==> config.mk <==
export PLATFORM = sky130hd
export DESIGN_NAME = mem_access_ctrl
export DESIGN_NICKNAME = d
export VERILOG_FILES = /design/src/rtl/mem_access_ctrl.sv
export SDC_FILE = /design/constraint.sdc
export NUM_CORES = 1
export LEC_CHECK = 0
export BUFFER_PORTS_ARGS = -buffer_cell sky130_fd_sc_hd__buf_2
export CAP_MARGIN = 20
export CORE_ASPECT_RATIO = 1.1
export CORE_MARGIN = 2
export CORE_UTILIZATION = 40
export DETAILED_ROUTE_END_ITERATION = 16
export GPL_TIMING_DRIVEN = 0
export PLACE_DENSITY = 0.76
export SLEW_MARGIN = 20
export SYNTH_ARGS = -nofsm -noshare
export SYNTH_HDL_FRONTEND = slang
export SYNTH_SLANG_ARGS = --single-unit
export TNS_END_PERCENT = 1
==> constraint.sdc <==
create_clock -name clk -period 1.6 [get_ports clk]
set_clock_uncertainty 0.05 [all_clocks]
set_input_delay 0.32 -clock clk [delete_from_list [all_inputs] [get_ports clk]]
set_output_delay 0.32 -clock clk [all_outputs]
set_load 0.1 [all_outputs]
==> src/rtl/mem_access_ctrl.sv <==
// mem_access_ctrl: serialises CPU read/write requests onto a single-port memory.
// Requests may use direct or one-level indirect addressing.
// Build option: define MEM_INDIRECT_EN to include the IND state and pointer resolution.
// Without it, req_ind is ignored and every access is direct.
module mem_access_ctrl #(
    parameter int ADR_W  = 12,
    parameter int DATA_W = 16
) (
    input  logic              clk,
    input  logic              rst_n,
    input  logic              req_valid,
    output logic              req_ready,
    input  logic              req_we,
    input  logic              req_ind,
    input  logic [ADR_W-1:0]  req_adr,
    input  logic [DATA_W-1:0] req_wdata,
    output logic              rsp_valid,
    output logic [DATA_W-1:0] rsp_rdata,
    output logic [ADR_W-1:0]  rsp_ea,
    output logic              mem_read,
    output logic              mem_write,
    output logic [ADR_W-1:0]  mem_adr,
    output logic [DATA_W-1:0] mem_wdata,
    input  logic [DATA_W-1:0] mem_rdata
);

`ifdef MEM_INDIRECT_EN
    typedef enum logic [1:0] {IDLE, IND, ACC, RSP} state_t;
`else
    typedef enum logic [1:0] {IDLE, ACC, RSP} state_t;
`endif

    state_t             state, state_nx;
    logic               we_r;
    logic [ADR_W-1:0]   adr_r;
    logic [ADR_W-1:0]   ea_r;
    logic [DATA_W-1:0]  wdata_r;
    logic               accept;

`ifndef MEM_INDIRECT_EN
    logic unused_ind;
    assign unused_ind = req_ind;
`endif

    assign accept = (state == IDLE) && req_valid;

    // State register; reset returns to IDLE immediately so strobes drop at once.
    always_ff @(posedge clk or negedge rst_n) begin
        if (!rst_n)
            state <= IDLE;
        else
            state <= state_nx;
    end

    // Next-state sequencing: optional pointer fetch, one access cycle, one response cycle.
    always_comb begin
        state_nx = state;
        case (state)
`ifdef MEM_INDIRECT_EN
            IDLE:    state_nx = accept ? (req_ind ? IND : ACC) : IDLE;
            IND:     state_nx = ACC;
`else
            IDLE:    state_nx = accept ? ACC : IDLE;
`endif
            ACC:     state_nx = RSP;
            RSP:     state_nx = IDLE;
            default: state_nx = IDLE;
        endcase
    end

    // Outputs decode only from state and registered request fields, never from req_*.
    always_comb begin
        req_ready = (state == IDLE);
        rsp_valid = (state == RSP);
        rsp_ea    = (state == RSP) ? ea_r : '0;
        mem_write = (state == ACC) && we_r;
`ifdef MEM_INDIRECT_EN
        mem_read  = ((state == ACC) && !we_r) || (state == IND);
        mem_adr   = (state == IND) ? adr_r : ((state == ACC) ? ea_r : '0);
`else
        mem_read  = (state == ACC) && !we_r;
        mem_adr   = (state == ACC) ? ea_r : '0;
`endif
        mem_wdata = mem_write ? wdata_r : '0;
    end

    // Request capture, effective-address resolution and read-data hold register.
    always_ff @(posedge clk or negedge rst_n) begin
        if (!rst_n) begin
            we_r      <= 1'b0;
            adr_r     <= '0;
            wdata_r   <= '0;
            ea_r      <= '0;
            rsp_rdata <= '0;
        end else begin
            if (accept) begin
                we_r    <= req_we;
                adr_r   <= req_adr;
                wdata_r <= req_wdata;
                ea_r    <= req_adr;
            end
`ifdef MEM_INDIRECT_EN
            if (state == IND)
                ea_r <= mem_rdata[ADR_W-1:0];
`endif
            if ((state == ACC) && !we_r)
                rsp_rdata <= mem_rdata;
        end
    end

endmodule

==> summary by stage <==
Status
The run finished, with violations left. The final reports fail on negative hold slack, negative setup slack.

Drt
The routed wire length per instance is 17.9 um. Before antenna repair, the detailed router went through 3 iterations. The residual antenna-violating net count after detailed routing is 0. The detailed router placed 1,584 vias in this run. For this block, the initial DRC count from the detailed router was 53.

Wires add up to 5830 um. Using the TritonRoute via totals, the vias-per-cell ratio works out to 4.87. For this run, design rule violations remaining after detail routing come to 0.

Timing
The transition at the pin with the smallest max-transition slack is 0.587 ns. Setup repair after global routing could not meet its margin everywhere. The minimum setup slack in the final design is -0.289 ns. In this run the tightest slew margin relative to its limit is 0.609. The fmax is 529 MHz. The time the final worst path needs with I/O delays and setup is 1.89 ns. Setup violations remaining at the end of the flow were counted as 71.

Hold timing on the final database bottoms out at a slack of -0.0220 ns. The number of max-slew violations in the final report came to 0. The hold violation total from the final report is 36. Of the available clock period, the critical path in the final layout requires 1.18.

Worst setup path
The critical path contains buffers and inverters numbering 2 combined. Among all stages on the critical path, the largest delay is contributed by sky130_fd_sc_hd__dfrtp_1. The cell count along the critical path is 4. At the worst endpoint, the required time is 1.23 ns. In this design, the largest share of critical-path delay is due to flip-flops. The nature of the critical path endpoint is an output port. The critical path class is reg -> out. The largest single stage delay on the critical path is 0.44 ns. The maximum net fanout on the critical path is 10. STA classifies the critical path startpoint as a register. The critical path goes through nor2b_4 > clkbuf_8 > and3_4 > buf_12. Measured in cells, the most critical reg-to-reg path has a length of 4.

Data arrives at the worst endpoint at 1.52 ns.

Logic synthesis
The share of the synthesized area in compound gates (AO/OA/AOI/OAI) is 0. After synthesis the netlist holds a flip-flop and latch count of 47. The synthesis warning total is 0.

By count the netlist is led by sky130_fd_sc_hd__dfrtp_1, sky130_fd_sc_hd__mux2_2, sky130_fd_sc_hd__and2_1. Of the total synthesized cell area, the portion taken by full adders, half adders and majority gates is 0. The post-synthesis cell count is 148. The most used flip-flop cell after synthesis is sky130_fd_sc_hd__dfrtp_1. The synthesized design contains 0 enable-type register cells. The number of unique standard cell types used by synthesis is 12.

The most common cell in the synthesized netlist is sky130_fd_sc_hd__dfrtp_1. The share of synthesized area in the top cell type comes to 0.579. The share of the Yosys chip area taken by registers is 0.579. After synthesis, the share of flip-flops with an asynchronous set or reset is 1.00.

Of the total synthesized cell area, the portion taken by XOR and XNOR cells is 0. The dominant combinational cell family by area after synthesis is multiplexers. The cell type contributing the most total cell area after synthesis is sky130_fd_sc_hd__dfrtp_1. The total nets after synthesis is 197.

After synthesis, the mean cell area works out to 13.7 sq um. The synthesized-area fraction occupied by and/or/nand/nor cells is 0.147. Ranked by total cell area, the synthesized netlist is headed by sky130_fd_sc_hd__dfrtp_1, sky130_fd_sc_hd__mux2_2, sky130_fd_sc_hd__and2_1. The mapped netlist covers 0.00203 sq mm. The multiplexer share of the synthesized area is 0.249.

Die
The die is 78.8 um tall. The die is 72.0 um wide. After floorplanning, the core was sized to cover 0.00497 sq mm. For this configuration, the core starts out at a cell density of 0.409. The die covers 0.00567 sq mm. The count of pins on the block boundary is 109.

The cell row count is 27.

Pwr
In this run the static leakage power is 0.00170 uW. Across the VDD grid, the largest voltage drop is 1110 uV. The power density over the cells is 1880 mW/mm^2.

GRT
The sum of overflow across all layers after global routing is 0. The first-pass GRT wire length is 9230 um. In the global route stage, met2 resource usage came out at 0.399. The number of antenna violations at the first check in global routing was 0. The layer carrying the most global-route usage is met2.

The global-route usage over all layers is 0.214. The global routing usage on met3 is 0.0711. The via count of the first global-routing pass came to 1,808.

The pin count of the biggest net entering global routing is 48. The met1 capacity usage during global routing is 0.227.

Place
The weighted congestion reported at the end of routability-driven placement is 0.716. OpenSTA, run right after detailed placement, puts the worst setup slack at -0.414 ns. In this run the tool buffered the top-level ports with 107 buffer cells. The detailed placement HPWL is 3240 um. The placed cell count is 313.

Clock network
The longest clock path from root to sink contains 2 buffers. CTS built an H-tree with a depth of 2. The clock insertion delay at the later pin of the skew report is 0.29 ns. The total CTS buffers is 5.

The tree is rooted in a sky130_fd_sc_hd__clkbuf_8. TritonCTS built the clock tree. After clock tree synthesis, the clock-pin slew on the worst setup and hold paths is 0.09 ns. Counting every sink on the clock net gives 47. For this design, the CTS-stage hold fixing added 0 buffers.

Finish
The area used by sequential logic in the layout is 0.00118 sq mm. The layout has 308 filler cells. The count of nets after finishing is 316. 0 antenna diodes ended up in the layout. Relative to the synthesized area, the layout overhead comes to 81.7%. The multi-input combinational cells in the finished layout cover a total of 995 sq um. Once layout is complete, the cells apart from fillers number 325. The fraction of final layout cells sized beyond drive strength 1 is 0.805.

Min path
The tightest min-delay check is of the in -> async type.

Flow run
The number of maximum-capacitance violations is 0.
[per-stage QoR]
stage,cell area (sq um),power (uW),util,setup TNS (ns)
after floorplan,2060,4790,-,-14.00
after CTS,3640,6820,0.734,-9.25
after global routing,3690,7180,0.744,-15.36
after detailed placement,2670,5350,0.537,-15.08
after global placement,2670,5290,0.537,-14.20
final,3690,6930,0.744,-10.15
[sequential cells by signal (all words and copies together), names as in the netlist]
signal and count:
ea_r 12, rsp_rdata 16, state 2, wdata_r 16
we_r 1
[kinds of logic after synthesis]
family,Yosys count
DFF,47
and+or+nand+nor,46
buffers and inverters,10
muxes,45
[where the power goes]
part           internal (uW)  total [uW]  switching (uW)
Sequential              1590        1830             235
Clock                    458         834             375
Combinational           1270        4270            3000
Total                   3320        6930            3610
[layout by cell type (no fill, tap or decap), types with 4 or more instances in the layout]
cell type and n:
sky130_fd_sc_hd__clkbuf_8 8, sky130_fd_sc_hd__mux2_4 9, sky130_fd_sc_hd__and2_4 21, sky130_fd_sc_hd__buf_2 62, sky130_fd_sc_hd__mux2_2 35, sky130_fd_sc_hd__and3_4 16, sky130_fd_sc_hd__buf_12 44, sky130_fd_sc_hd__buf_4 9
sky130_fd_sc_hd__dfrtp_1 46, sky130_fd_sc_hd__and2_1 4
[final cells by class]
cell class,instances,area share
buffer,10,0.0285
clock buffer,6,0.0197
clock inverter,1,0.00813
multi-input combinational,91,0.269
sequential,47,0.319
tap,58,0.0197
timing repair buffer,112,0.336
[path summary, 6_finish.rpt]
check                             start  slack, ns      endpoint
max in group asynchronous         rst_n       1.09      state[1]
max                            state[0]      -0.29  mem_wdata[7]
max reg2reg                    state[0]      -0.05      ea_r[11]
min in group clk                 req_we       0.18          we_r
min                               rst_n      -0.02    wdata_r[7]
min reg2reg                rsp_rdata[7]       0.46  rsp_rdata[7]
[per-layer routing]
layer,up-vias,part of all wire
met4,0,0.016
met5,-,0
met2,70,0.55
met3,6,0.068
li1,738,-
met1,770,0.37
[timing repair]
item	4_1_cts	5_1_grt
gates resized for setup	226	12
gates cloned	0	0
endpoints found under the hold margin	0	0
endpoints found under the setup margin	64	83
pin swaps	33	0
setup buffers	5	0
Note: power is estimated with default switching activity, not from simulation.
